[config.mk]
export PLATFORM = sky130hd
export DESIGN_NAME = traffic_phase_ctrl
export DESIGN_NICKNAME = d
export VERILOG_FILES = /design/src/rtl/traffic_phase_ctrl.sv
export SDC_FILE = /design/constraint.sdc
export NUM_CORES = 1
export LEC_CHECK = 0
export ABC_AREA = 1
export CAP_MARGIN = 20
export CORE_MARGIN = 5
export CORE_UTILIZATION = 57
export CTS_CLUSTER_DIAMETER = 120
export DETAILED_ROUTE_END_ITERATION = 16
export GPL_TIMING_DRIVEN = 0
export PLACE_DENSITY = 0.88
export SLEW_MARGIN = 20
export SYNTH_ARGS = -nofsm -noshare
export SYNTH_HDL_FRONTEND = slang
export SYNTH_SLANG_ARGS = --single-unit
[constraint.sdc]
create_clock -name clk -period 1.6 [get_ports clk]
set_input_delay 0.32 -clock clk [delete_from_list [all_inputs] [get_ports clk]]
set_output_delay 0.32 -clock clk [all_outputs]
set_load 0.02 [all_outputs]
[src/rtl/traffic_phase_ctrl.sv]
// Two-way intersection phase sequencer with 1 s prescaler, countdown datapath and night flashing mode.
// All outputs registered; state, count and lamps update the cycle after tick, no backpressure.
module traffic_phase_ctrl #(
  parameter int TICK_DIV = 50000000,
  parameter int RED_TIME = 45,
  parameter int YEL_TIME = 5,
  parameter int CW       = 6
) (
  input  logic          clk,
  input  logic          rst,
  input  logic          night,
  output logic          tick,
  output logic [CW-1:0] count,
  output logic          LR1,
  output logic          eLED01,
  output logic          eLED23,
  output logic          r1,
  output logic          y1,
  output logic          g1,
  output logic          r2,
  output logic          y2,
  output logic          g2
);

  localparam int PW = (TICK_DIV > 2) ? $clog2(TICK_DIV) : 1;
  localparam logic [PW-1:0] PRE_LAST = PW'(TICK_DIV - 1);
  localparam logic [PW-1:0] PRE_ONE  = PW'(1);
  localparam logic [CW-1:0] RED_LAST = CW'(RED_TIME - 1);
  localparam logic [CW-1:0] YEL_CNT  = CW'(YEL_TIME);
  localparam logic [CW-1:0] CNT_ONE  = CW'(1);
  localparam logic [CW-1:0] CNT_ZERO = '0;

  typedef enum logic [2:0] {S1_GO, S1_YEL, S2_GO, S2_YEL, NIGHT} state_t;

  state_t        state, state_nx;
  logic [PW-1:0] presc;
  logic [CW-1:0] count_nx;
  logic          blink, blink_nx;
  logic          lr1_nx, e01_nx, e23_nx;
  logic          r1_nx, y1_nx, g1_nx, r2_nx, y2_nx, g2_nx;

  always_ff @(posedge clk) begin
    if (rst) begin
      presc <= '0;
      tick  <= 1'b0;
    end else begin
      presc <= (presc == PRE_LAST) ? '0 : presc + PRE_ONE;
      tick  <= (presc == PRE_LAST);
    end
  end

  always_ff @(posedge clk) begin
    if (rst) begin
      state  <= S1_GO;
      count  <= RED_LAST;
      blink  <= 1'b0;
      LR1    <= 1'b1;
      eLED01 <= 1'b1;
      eLED23 <= 1'b1;
      r1     <= 1'b1;
      y1     <= 1'b0;
      g1     <= 1'b0;
      r2     <= 1'b0;
      y2     <= 1'b0;
      g2     <= 1'b1;
    end else begin
      state  <= state_nx;
      count  <= count_nx;
      blink  <= blink_nx;
      LR1    <= lr1_nx;
      eLED01 <= e01_nx;
      eLED23 <= e23_nx;
      r1     <= r1_nx;
      y1     <= y1_nx;
      g1     <= g1_nx;
      r2     <= r2_nx;
      y2     <= y2_nx;
      g2     <= g2_nx;
    end
  end

  always_comb begin
    state_nx = state;
    count_nx = count;
    blink_nx = blink;
    if (tick) begin
      if (night && state != NIGHT) begin
        // Night preempts any phase; the running countdown is dropped.
        state_nx = NIGHT;
        blink_nx = 1'b1;
        count_nx = CNT_ZERO;
      end else begin
        case (state)
          NIGHT: begin
            if (night) begin
              blink_nx = ~blink;
            end else begin
              state_nx = S1_GO;
              count_nx = RED_LAST;
              blink_nx = 1'b0;
            end
          end
          S1_GO: begin
            count_nx = count - CNT_ONE;
            if (count == YEL_CNT) state_nx = S1_YEL;
          end
          S2_GO: begin
            count_nx = count - CNT_ONE;
            if (count == YEL_CNT) state_nx = S2_YEL;
          end
          S1_YEL: begin
            if (count == CNT_ZERO) begin
              state_nx = S2_GO;
              count_nx = RED_LAST;
            end else begin
              count_nx = count - CNT_ONE;
            end
          end
          S2_YEL: begin
            if (count == CNT_ZERO) begin
              state_nx = S1_GO;
              count_nx = RED_LAST;
            end else begin
              count_nx = count - CNT_ONE;
            end
          end
          default: begin
            state_nx = S1_GO;
            count_nx = RED_LAST;
          end
        endcase
      end
    end
  end

  // Lamps and display enables are decoded from the next state so they move with it.
  always_comb begin
    lr1_nx = LR1;
    e01_nx = 1'b0;
    e23_nx = 1'b0;
    r1_nx  = 1'b0;
    y1_nx  = 1'b0;
    g1_nx  = 1'b0;
    r2_nx  = 1'b0;
    y2_nx  = 1'b0;
    g2_nx  = 1'b0;
    case (state_nx)
      S1_GO: begin
        lr1_nx = 1'b1; e01_nx = 1'b1; e23_nx = 1'b1; r1_nx = 1'b1; g2_nx = 1'b1;
      end
      S1_YEL: begin
        lr1_nx = 1'b1; e01_nx = 1'b1; r1_nx = 1'b1; y2_nx = 1'b1;
      end
      S2_GO: begin
        lr1_nx = 1'b0; e01_nx = 1'b1; e23_nx = 1'b1; r2_nx = 1'b1; g1_nx = 1'b1;
      end
      S2_YEL: begin
        lr1_nx = 1'b0; e23_nx = 1'b1; r2_nx = 1'b1; y1_nx = 1'b1;
      end
      NIGHT: begin
        y1_nx = blink_nx; y2_nx = blink_nx;
      end
      default: begin
        lr1_nx = LR1;
      end
    endcase
  end

endmodule

==> run_results.csv, run 1 <==
group,metric,value,unit
timing,layout_min_cycle_time,1.535,ns
final_layout,layout.nets,370,
power_and_ir_drop,finalPower,2.096,mW
die,initial_core_util,58.29,%
power_and_ir_drop,vdd_drop_max,0.0005588,V
die,chipWidth,73.73,µm
synthesis,yosysWarnings,0,
synthesis,ys_types,27,
clock_network,cts-buffers-inserted,5,
clock_network,insertion_delay,0.30,ns
synthesis,syn_inst,338,
final_layout,n_fill_cell,340,
timing,worst_slew_pin_slew,0.5325,ns
final_layout,layoutNonFillerInstCount,414,
timing,max_freq,0.6515,GHz
critical_path,cp_top_family,"buffers and inverters",
clock_network,htree_levels,2,
grt,overflow,0,
synthesis,synth_nets,344,
final_layout,n_antenna_cell,0,
synthesis,seq_area_frac_synth,39.78,%
timing,fin_crit_sh,95.94,%
place,place_ws,-0.3246,ns
grt,globalRoute.busiestLayer,"met2",
die,die_area,0.005435,mm²
place,io_buffers,18,
synthesis,synthTopCellsByArea,"dfxtp_1, nand2_1, nor2_1",
clock_network,root_buffer,"clkbuf_8",
synthesis,synth_compound_area_share,5.622,%
worst_hold_path,hold_class,"flop to flop",
synthesis,synthAdderAreaFrac,1.622,%
detailed_routing,dr.first_iter.drc_count,125,
grt,grtUsageTotal,20.82,%
outcome,outcome,"completed",
timing,slew_headroom,64.26,%
clock_network,cts.sinks,46,
timing,setup_viol,0,
synthesis,synth-xor-area-share,4.541,%
critical_path,critical_path_buf_inv_count,1,
critical_path,crit_fanout,1,
place,dpl.cell_count,406,
synthesis,synth_top_area_share,39.78,%
critical_path,crit_chain,"clkdlybuf4s50_1",
timing,finalWorstSetupSlack,0.06499,ns
die,fp.dieH,73.73,µm
synthesis,avgSynthCellArea,6.848,µm²
final_layout,most-common-layout-cells,"nand2_1, nor2_1, dfxtp_1",
timing,finalHoldViolations,0,
final_layout,layout_commonest_cell,"nand2_1",
grt,antenna_found_initial,0,
final_layout,synthToLayoutAreaGrowth,18.11,%
grt,met2_usage,35.43,%
place,gp_congestion,0.9485,
flow_run,maxCapViolCount,0,
detailed_routing,drc,0,
clock_network,cts_tree,"yes",
synthesis,syn_area,0.002315,mm²
synthesis,synth.area.mux_share,0,%
critical_path,worstPathArrival,1.22,ns
synthesis,synth_top_family_by_area,"simple AND/OR/NAND/NOR gates",
synthesis,synthSimpleGateAreaFrac,40.70,%
critical_path,critPathSlowestCell,"clkdlybuf4s50_1",
clock_network,clk_path_buf_depth,2,
detailed_routing,first_pass_iters,4,
critical_path,cpPeakStageDelay,0.59,ns
grt,grt_pass1_vias,2042,
grt,grt_max_degree,14,
timing,holdWs,0.4432,ns
detailed_routing,ant_nets,0,
critical_path,r2r_setup_slack,0.15,ns
power_and_ir_drop,leakage,1.073,nW
detailed_routing,drt-total-wl,5.108,mm
critical_path,crit_path_end_kind,"output port",
timing,maxSlewViolCount,0,
detailed_routing,via_per_inst,5.143,
clock_network,ctsHoldBuffers,0,
critical_path,critPathRequiredTime,1.28,ns
synthesis,synth_top_cell_by_area,"dfxtp_1",
synthesis,ys_seq_elements,46,
die,num_io_pins,19,
grt,use_met1,23.65,%
timing,skew,0.01012,ns
clock_network,path_clk_slew,0.09,ns
die,core,0.003971,mm²
timing,tns,0,ns
power_and_ir_drop,powerDensity,766.6,mW/mm²
critical_path,critPathKind,"flop to output port",
place,dp_hpwl,3.717,mm
final_layout,layout-drive-gt1-share,9.341,%
detailed_routing,vias,2129,
grt,grt_use_met3,5.472,%
grt,grt_pass1_wl,8.763,mm
critical_path,startpoint_type,"flop",
detailed_routing,wl_per_cell,12.34,µm
die,row_count,23,
## report_power, final
part           leakage (nW)  total (mW)  switching, mW  internal, mW
Combinational         0.644      0.0655         0.0389        0.0266
Sequential            0.372        1.16        0.00815          1.15
Clock                0.0573       0.871          0.371         0.500
## registers in the layout, indices dropped and copies added, names as in the netlist
name / flops
eLED23: 1
tick: 1
blink: 1
state: 3
count: 6
presc: 26
g1: 1
g2: 1
LR1: 1
r2: 1
y2: 1
eLED01: 1
y1: 1
r1: 1
## layer usage
layer / up-vias / share of wire [%]
li1: 1098 / -
met4: 0 / 3.3
met1: 947 / 40
met2: 67 / 50
met3: 17 / 6.5
met5: - / 0
## per-stage QoR
stage	utilization, %	area, µm²
3_3_place_gp	64.40	2557
6_report	68.84	2734
5_1_grt	68.84	2734
3_5_place_dp	64.40	2557
2_1_floorplan	-	2315
4_1_cts	67.36	2675
## worst paths after layout
kind | start | to | cells after the start
max | eLED23 | eLED23 | 1
min | presc[0] | presc[0] | 1
max reg2reg | count[0] | r1 | 9
min reg2reg | presc[0] | presc[0] | 1
## cell type report
cell class / instances / area, µm² / area share [%]
clock inverter: 1 / 30.03 / 1.098
clock buffer: 6 / 82.58 / 3.021
inverter: 37 / 141.4 / 5.172
multi-input combinational: 252 / 1265 / 46.27
timing repair buffer: 19 / 188.9 / 6.911
tap: 50 / 62.56 / 2.288
buffer: 3 / 40.04 / 1.465
sequential: 46 / 923.4 / 33.78
## cell families (layout without fill, tap and decap cells)
logic type,Yosys count,in the layout
AOI/OAI and AO/OA,24,24
xor gates and xnor gates,12,12
adders and majority gates,3,3
buffers and inverters,40,66
DFF,46,46
and+or+nand+nor,213,213
## what timing repair did
action / 4_1_cts / 5_1_grt
gates cloned: 0 / 0
resized for setup: 7 / 15
pin swaps: 1 / 1
endpoints found under the setup margin: 25 / 31
setup buffers: 1 / 0
## synthesized netlist by cell type
master,instances
a21oi_1,14
a21oi_2,2
buf_12,1
buf_2,1
buf_8,1
clkinv_1,1
dfxtp_1,46
ha_1,3
inv_1,36
nand2_1,95
nand2_2,1
nand2_4,1
nand3_1,25
nand3_4,1
nand3b_1,7
nand3b_4,1
nand4_1,4
nor2_1,70
nor2_2,4
nor2_4,1
nor3_4,1
o21ai_0,6
o21ai_1,1
o21bai_1,1
or2_2,2
xnor2_1,6
xor2_1,6
Note: power is estimated with default switching activity, not from simulation.
==> run 2: changes to the inputs <==
clock period = 1.7 ns   (was 1.6 ns; I/O delays follow)
==> run 2 against run 1 <==
  * Clock power shrank 5.6%
  * Clock-buffer cell count unchanged
  * Worst hold slack got worse by 0.015 ns
  * Sequential share of layout area is 0.44 points higher
  * Via count increased by 0.66%
  * Sequential cell count stayed put
  * Power decreased by 6.2%
  * Non-clock buffer count shrank 1
  * Combinational power fell by 13%
  * Sequential power shrank 6%
  * Worst setup slack improved by 0.012 ns
  * Critical path depth unchanged
  * Largest cell class unchanged
  * Largest power group unchanged
==> run_results.csv, run 2 (same netlist as run 1, synthesis figures left out) <==
group,metric,value,unit
die,core,0.003971,mm²
critical_path,crit_path_end_kind,"output port",
clock_network,ctsHoldBuffers,0,
timing,worst_slew_pin_slew,0.5354,ns
timing,rsz0062_at_grt,"no",
critical_path,cpPeakStageDelay,0.62,ns
detailed_routing,first_pass_iters,7,
power_and_ir_drop,vdd_drop_max,0.0005313,V
final_layout,regMostFlops,"presc",
detailed_routing,vias,2143,
die,num_io_pins,19,
timing,maxSlewViolCount,0,
clock_network,path_clk_slew,0.08,ns
clock_network,cts-buffers-inserted,5,
critical_path,critPathSlowestCell,"clkdlybuf4s50_1",
detailed_routing,drt-total-wl,5.058,mm
final_layout,layout-drive-gt1-share,7.989,%
timing,max_freq,0.6161,GHz
critical_path,critPathKind,"flop to output port",
clock_network,htree_levels,2,
flow_run,maxCapViolCount,0,
detailed_routing,ant_nets,0,
place,dpl.cell_count,406,
final_layout,most-common-layout-cells,"nand2_1, nor2_1, dfxtp_1",
die,die_area,0.005435,mm²
detailed_routing,drc,0,
power_and_ir_drop,powerDensity,730.7,mW/mm²
grt,met2_usage,35.53,%
final_layout,layout_commonest_cell,"nand2_1",
clock_network,insertion_delay,0.30,ns
place,gp_congestion,0.9485,
power_and_ir_drop,finalPower,1.967,mW
die,row_count,23,
grt,grt_max_degree,14,
grt,use_met1,23.65,%
critical_path,crit_chain,"clkdlybuf4s50_1",
final_layout,layoutNonFillerInstCount,413,
worst_hold_path,hold_class,"input port to flop",
timing,layout_min_cycle_time,1.623,ns
critical_path,critical_path_buf_inv_count,1,
power_and_ir_drop,leakage,1.025,nW
critical_path,startpoint_type,"flop",
grt,grt_pass1_vias,2025,
grt,grt_pass1_wl,8.728,mm
timing,slew_headroom,64.07,%
die,fp.dieH,73.73,µm
timing,skew,0.005144,ns
detailed_routing,wl_per_cell,12.25,µm
critical_path,crit_fanout,3,
timing,fin_crit_sh,95.47,%
final_layout,synthToLayoutAreaGrowth,16.27,%
grt,antenna_found_initial,0,
timing,finalHoldViolations,0,
detailed_routing,dr.first_iter.drc_count,123,
critical_path,critPathRequiredTime,1.36,ns
die,initial_core_util,58.29,%
place,dp_hpwl,3.717,mm
final_layout,n_antenna_cell,0,
detailed_routing,via_per_inst,5.189,
grt,grtUsageTotal,20.76,%
timing,finalWorstSetupSlack,0.07698,ns
clock_network,cts.sinks,46,
grt,overflow,0,
outcome,outcome,"completed",
critical_path,cp_top_family,"buffers and inverters",
final_layout,top_regs,"presc (26), count (6), state (3)",
clock_network,clk_path_buf_depth,2,
place,place_ws,-0.2446,ns
final_layout,final_core_util,67.77,%
clock_network,root_buffer,"clkbuf_8",
grt,grt_use_met3,5.198,%
clock_network,cts_tree,"yes",
grt,globalRoute.busiestLayer,"met2",
timing,tns,0,ns
critical_path,worstPathArrival,1.28,ns
final_layout,largest_register_ffs,26,
place,io_buffers,18,
timing,setup_viol,0,
die,chipWidth,73.73,µm
final_layout,layout.nets,369,
[run 2: changes by cell type in the layout (fill, tap and decap cells not counted), moves of 2 or more]
cell	previous run	this run
nor2_4	3	1
dfxtp_2	2	0
nand3_2	2	0
nand3_1	23	25
dlygate4sd2_1	5	1
dfxtp_1	44	46
clkdlybuf4s50_1	10	14
nor2_2	4	6
[run 2: stage by stage]
stage          hold WS, ns  instance area (µm²)
2_1_floorplan       0.4091                 2315
3_3_place_gp        0.4325                 2557
3_5_place_dp        0.4405                 2557
4_1_cts             0.4549                 2669
5_1_grt             0.4444                 2691
6_report            0.4278                 2691
[run 2: routing by layer]
layer,wire [µm],part of all wire [%],vias up
met4,153,3.0,0
met3,294,5.8,15
li1,-,-,1100
met1,2088,41,967
met2,2522,50,61
met5,0,0,-
[run 2: worst paths after layout]
| kind | endpoint | start | slack [ns] | depth (start not counted) |
|---|---|---|---|---|
| setup reg to reg | presc[10] | presc[0] | 0.12 | 8 |
| hold reg to reg | presc[0] | presc[0] | 0.45 | 1 |
| setup / recovery | tick | tick | 0.08 | 1 |
| hold / removal | tick | rst | 0.43 | 2 |
[run 2: area by class of cell]
class / count / area [µm²]
clock inverter: 1 / 30.03
tap: 50 / 62.56
clock buffer: 6 / 82.58
multi-input combinational: 252 / 1226
inverter: 37 / 142.6
sequential: 46 / 920.9
fill: 352 / 1280
buffer: 3 / 40.04
timing repair buffer: 18 / 186.4
[run 2: power by group]
part	total [mW]	internal [mW]	leakage [nW]	switching, mW
clock	0.822	0.470	0.0573	0.352
sequential	1.09	1.08	0.371	0.00564
combinational	0.0567	0.0218	0.596	0.0349
total	1.97	1.57	1.02	0.392
[run 2: timing repair]
| item | CTS | global route |
|---|---|---|
| resized for setup | 1 | 8 |
| endpoints found under the setup margin | 1 | 26 |
| cloned | 0 | 0 |
| setup buffers | 0 | 0 |
